### src/rtl/sqrt_nonrestoring_param.sv
// Iterative non-restoring integer square root, one root bit per cycle.
// Ports: clk, clr (sync reset), start/abort/d in; q/r results, busy, ready out.
module sqrt_nonrestoring_param #(
  parameter  int WIDTH = 32,
  localparam int QW    = WIDTH / 2,
  localparam int RW    = WIDTH / 2 + 1
) (
  input  logic             clk,
  input  logic             clr,
  input  logic             start,
  input  logic             abort,
  input  logic [WIDTH-1:0] d,
  output logic [QW-1:0]    q,
  output logic [RW-1:0]    r,
  output logic             busy,
  output logic             ready
);

  if ((WIDTH < 4) || ((WIDTH % 2) != 0)) begin : g_bad_width
    $error("sqrt_nonrestoring_param: WIDTH must be even and >= 4");
  end

  localparam int PW = QW + 2;
  localparam int CW = $clog2(QW);

  typedef enum logic [1:0] {
    IDLE = 2'd0,
    CALC = 2'd1,
    FIX  = 2'd2
  } state_t;

  state_t           state_q, state_d;
  logic [WIDTH-1:0] d_sh_q, d_sh_d;
  logic [PW-1:0]    p_q, p_d;
  logic [QW-1:0]    root_q, root_d;
  logic [CW-1:0]    cnt_q, cnt_d;
  logic [QW-1:0]    q_q, q_d;
  logic [RW-1:0]    r_q, r_d;
  logic             busy_q, busy_d;
  logic             ready_q, ready_d;

  logic [1:0]       dp;
  logic [PW-1:0]    p_sh;
  logic [PW-1:0]    p_calc;
  logic [RW-1:0]    r_fix;

  // P is two's complement; its MSB is the sign.
  assign dp     = d_sh_q[WIDTH-1 -: 2];
  assign p_sh   = {p_q[PW-3:0], dp};
  assign p_calc = p_q[PW-1] ? p_sh + {root_q, 2'b11}
                            : p_sh - {root_q, 2'b01};

  // Corrected remainder is non-negative and below 2^RW, so the
  // low RW bits of the sum are exact.
  assign r_fix  = p_q[RW-1:0]
                + (p_q[PW-1] ? {root_q, 1'b1} : {RW{1'b0}});

  always_comb begin
    state_d = state_q;
    d_sh_d  = d_sh_q;
    p_d     = p_q;
    root_d  = root_q;
    cnt_d   = cnt_q;
    q_d     = q_q;
    r_d     = r_q;
    busy_d  = busy_q;
    ready_d = 1'b0;
    unique case (state_q)
      IDLE: begin
        if (start) begin
          d_sh_d  = d;
          p_d     = '0;
          root_d  = '0;
          cnt_d   = CW'(QW - 1);
          busy_d  = 1'b1;
          state_d = CALC;
        end
      end
      CALC: begin
        if (abort) begin
          busy_d  = 1'b0;
          state_d = IDLE;
        end else begin
          d_sh_d = {d_sh_q[WIDTH-3:0], 2'b00};
          p_d    = p_calc;
          root_d = {root_q[QW-2:0], ~p_calc[PW-1]};
          if (cnt_q == '0) begin
            state_d = FIX;
          end else begin
            cnt_d = cnt_q - 1'b1;
          end
        end
      end
      FIX: begin
        busy_d  = 1'b0;
        state_d = IDLE;
        if (!abort) begin
          q_d     = root_q;
          r_d     = r_fix;
          ready_d = 1'b1;
        end
      end
      default: begin
        busy_d  = 1'b0;
        state_d = IDLE;
      end
    endcase
  end

  always_ff @(posedge clk) begin
    if (clr) begin
      state_q <= IDLE;
      d_sh_q  <= '0;
      p_q     <= '0;
      root_q  <= '0;
      cnt_q   <= '0;
      q_q     <= '0;
      r_q     <= '0;
      busy_q  <= 1'b0;
      ready_q <= 1'b0;
    end else begin
      state_q <= state_d;
      d_sh_q  <= d_sh_d;
      p_q     <= p_d;
      root_q  <= root_d;
      cnt_q   <= cnt_d;
      q_q     <= q_d;
      r_q     <= r_d;
      busy_q  <= busy_d;
      ready_q <= ready_d;
    end
  end

  assign q     = q_q;
  assign r     = r_q;
  assign busy  = busy_q;
  assign ready = ready_q;

endmodule

### config.mk
export PLATFORM = sky130hd
export DESIGN_NAME = sqrt_nonrestoring_param
export DESIGN_NICKNAME = d
export VERILOG_FILES = /design/src/rtl/sqrt_nonrestoring_param.sv
export SDC_FILE = /design/constraint.sdc
export NUM_CORES = 1
export LEC_CHECK = 0
export ABC_AREA = 1
export BUFFER_PORTS_ARGS = -buffer_cell sky130_fd_sc_hd__buf_2
export CAP_MARGIN = 20
export CORE_MARGIN = 4
export CORE_UTILIZATION = 38
export CTS_CLUSTER_DIAMETER = 150
export DETAILED_ROUTE_END_ITERATION = 16
export PLACE_DENSITY = 0.64
export SYNTH_ARGS = -nofsm -noshare
export SYNTH_HDL_FRONTEND = slang
export SYNTH_SLANG_ARGS = --single-unit
### constraint.sdc
create_clock -name clk -period 2.08 [get_ports clk]
set_input_delay 0.416 -clock clk [delete_from_list [all_inputs] [get_ports clk]]
set_output_delay 0.416 -clock clk [all_outputs]
set_load 0.005 [all_outputs]
==> flow_metrics.env <==
export IMPL_finalHoldViolCount=0
export IMPL_wl_per_cell_um=13.7
export IMPL_fin_crit_sh_pct=99.8
export IMPL_num_vias=5915
export IMPL_cp_max_fo=7
export IMPL_ys_types=34
export IMPL_synth_area_sq_um=6090
export IMPL_slew_headroom_pct=59.8
export IMPL_via_per_inst=4.91
export IMPL_cp_cell_sequence="buf_8, ha_4, inv_2, ha_4, nand2_1, inv_1, a21oi_2, nand2_2, or2_2, nand3_1, a21oi_1"
export IMPL_ys_seq_area_share_pct=35.2
export IMPL_n_antenna_cell=0
export IMPL_ios=71
export IMPL_status="completed"
export IMPL_maxSlewViolCount=0
export IMPL_setup_ws_ps=3.26
export IMPL_finalSetupViolations=0
export IMPL_syn_inst=877
export IMPL_critPathKind="reg -> reg"
export IMPL_synth_top_family_by_area="simple AND/OR/NAND/NOR gates"
export IMPL_grt_max_degree=48
export IMPL_clock_sinks=107
export IMPL_final_common_cell="nand2_1"
export IMPL_cts_max_level=3
export IMPL_die_area_sq_um=18100
export IMPL_ant_nets=0
export IMPL_start_kind="register"
export IMPL_slowest_stage="dfxtp_4"
export IMPL_finClkSkew_ps=10.2
export IMPL_syn2layout_area_growth_pct=29.0
export IMPL_fp_coreArea_sq_um=15800
export IMPL_gp_congestion=0.904
export IMPL_layout_drive_gt1_share_pct=24.9
export IMPL_port_buffers=70
export IMPL_cp_end_kind="register"
export IMPL_final_cell_mix="188 x nand2_1, 106 x dfxtp_1, 86 x nor2_1, 78 x inv_1, 70 x buf_2"
export IMPL_initial_utilization_pct=38.6
export IMPL_root_buffer="clkbuf_16"
export IMPL_p_leak_nw=3.76
export IMPL_synthMuxAreaShare_pct=0
export IMPL_wl_um=16500
export IMPL_die_x_um=135
export IMPL_drtIter0Drc=341
export IMPL_grt_overflow_total=0
export IMPL_power_per_cell_area_nw_per_um2=737
export IMPL_dp_cells=1186
export IMPL_synth_adder_area_share_pct=10.4
export IMPL_rows=46
export IMPL_rsz0062_at_grt="true"
export IMPL_worstSkewPairLatency_ps=360
export IMPL_layoutNonFillerInstCount=1205
export IMPL_dpl_worst_slack_ps=-165
export IMPL_synth_compound_area_share_pct=18.6
export IMPL_synthesis_nets=963
export IMPL_groute_usage_overall_pct=17.9
export IMPL_placed_cell_area_sq_um=7050
export IMPL_numCtsBuffers=9
export IMPL_cap_viol_max_count=0
export IMPL_grt_pass1_wl_um=26500
export IMPL_cp_required_ps=2320
export IMPL_drc_errors=0
export IMPL_cts_max_path_buffers=2
export IMPL_yosys_area_top_type="dfxtp_1"
export IMPL_peakVddDrop_mv=0.472
export IMPL_fin_setup_tns_ps=0
export IMPL_tightest_slew_ps=601
export IMPL_timing_critical_path_mode_cell="ha_4"
export IMPL_synth_simple_area_share_pct=25.7
export IMPL_period_minus_slack_ps=2080
export IMPL_critPathMaxStageDelay_ps=390
export IMPL_synth_area_top_cells="dfxtp_1 35%, nand2_1 13%, ha_1 10%"
export IMPL_fp_dieH_um=135
export IMPL_cp_arrival_ps=2310
export IMPL_clkTransAtPathRegs_ps=70
export IMPL_clock_fmax_mhz=482
export IMPL_hold_path_class="in -> reg"
export IMPL_stdcell_area_sq_um=7860
export IMPL_dp_hpwl_um=11800
export IMPL_ys_ff_latch=107
export IMPL_yosys_warnings=0
export IMPL_holdWs_ps=309
export IMPL_cts_tree="yes"
export IMPL_dr_pass1_iters=4
export IMPL_syn_avg_cell_area_sq_um=6.94
export IMPL_synth_xor_area_share_pct=1.58
export IMPL_grt_pass1_vias=5495
export IMPL_yosys_area_top_type_share_pct=35.2
export IMPL_antenna_found_initial=0
export IMPL_fin_nets=1071
-- where the power goes --
group | total [mW] | leakage [nW] | internal [mW] | switching, mW
clock | 1.74 | 0.143 | 0.938 | 0.805
combinational | 1.75 | 2.74 | 0.766 | 0.979
sequential | 2.30 | 0.876 | 2.18 | 0.119
total | 5.79 | 3.76 | 3.88 | 1.90
-- per-layer routing --
metal	global-route usage (%)	share of wire [%]	wire length [um]
met4	5.03	1.6	257
met3	3.54	3.9	645
met5	0	0	0
met2	29.5	47	7700
met1	23.9	48	7860
-- critical path, delay by kind of cell, from the launching register on --
| family | cells | cell delay [ps] |
|---|---|---|
| AOI/OAI and AO/OA | 2 | 200 |
| adders and majority gates | 2 | 510 |
| buffers and inverters | 3 | 270 |
| DFF | 1 | 390 |
| and+or+nand+nor | 4 | 570 |
-- worst paths after layout --
kind / startpoint / endpoint / slack [ps] / depth (start not counted)
min reg2reg: cnt_q[0] / cnt_q[0] / 450 / 1
max: p_q[17] / p_q[7] / 3 / 11
max reg2reg: p_q[17] / p_q[7] / 3 / 11
min: d[14] / d_sh_q[14] / 310 / 3
-- metrics by stage --
step                util [%]  power, mW
finish                  49.8       5.79
global route            49.8       6.11
CTS                     47.5       5.60
detailed placement      44.7       3.77
global placement        44.7       3.76
floorplan                  -       3.28
-- synthesized netlist by cell type, drive strengths merged --
cell type and instances:
xor2 9, nor2 95, o21ai 84, nand3 47, nand3b 7, nand2 211
nor3 4, and3 1, o21bai 10, dfxtp 107, a31oi 32, a21o 3
inv 91, ha 49, xnor2 2, a211oi 1, o211ai 1, a221oi 1
o21a 5, a21oi 70, buf 16, clkbuf 21, nand4 3, fa 1
or2 4, and2 2
-- cells by family (layout without fill, tap and decap cells) --
logic type / count (synthesis) / after routing
compound gates: 207 / 207
flops: 107 / 107
fa+ha+maj: 50 / 50
simple gates: 374 / 374
buf+inv: 128 / 240
xor+xnor: 11 / 11
-- sequential cells by signal, summed over array words and instances, names as in the netlist --
| signal | cells |
|---|---|
| d_sh_q | 32 |
| state_q | 2 |
| busy | 1 |
| p_q | 18 |
| cnt_q | 4 |
| r | 17 |
| ready | 1 |
| root_q | 16 |
| q | 16 |
-- area by class of cell --
class | instances | area [sq um]
repair buffers | 134 | 916
well taps | 216 | 270
inverters | 91 | 342
clock buffers | 10 | 229
clock inverters | 5 | 61.3
fillers | 1618 | 7920
multi-input cells | 642 | 3890
flip-flops and latches | 107 | 2150
-- repair_timing --
| action | 4_1_cts | 5_1_grt |
|---|---|---|
| hold buffers | 0 | 0 |
| setup endpoints to repair | 18 | 23 |
| resized for setup | 27 | 74 |
| pin swaps | 2 | 22 |
| buffers inserted | 1 | 3 |
Power figures use the tool's default switching activity.
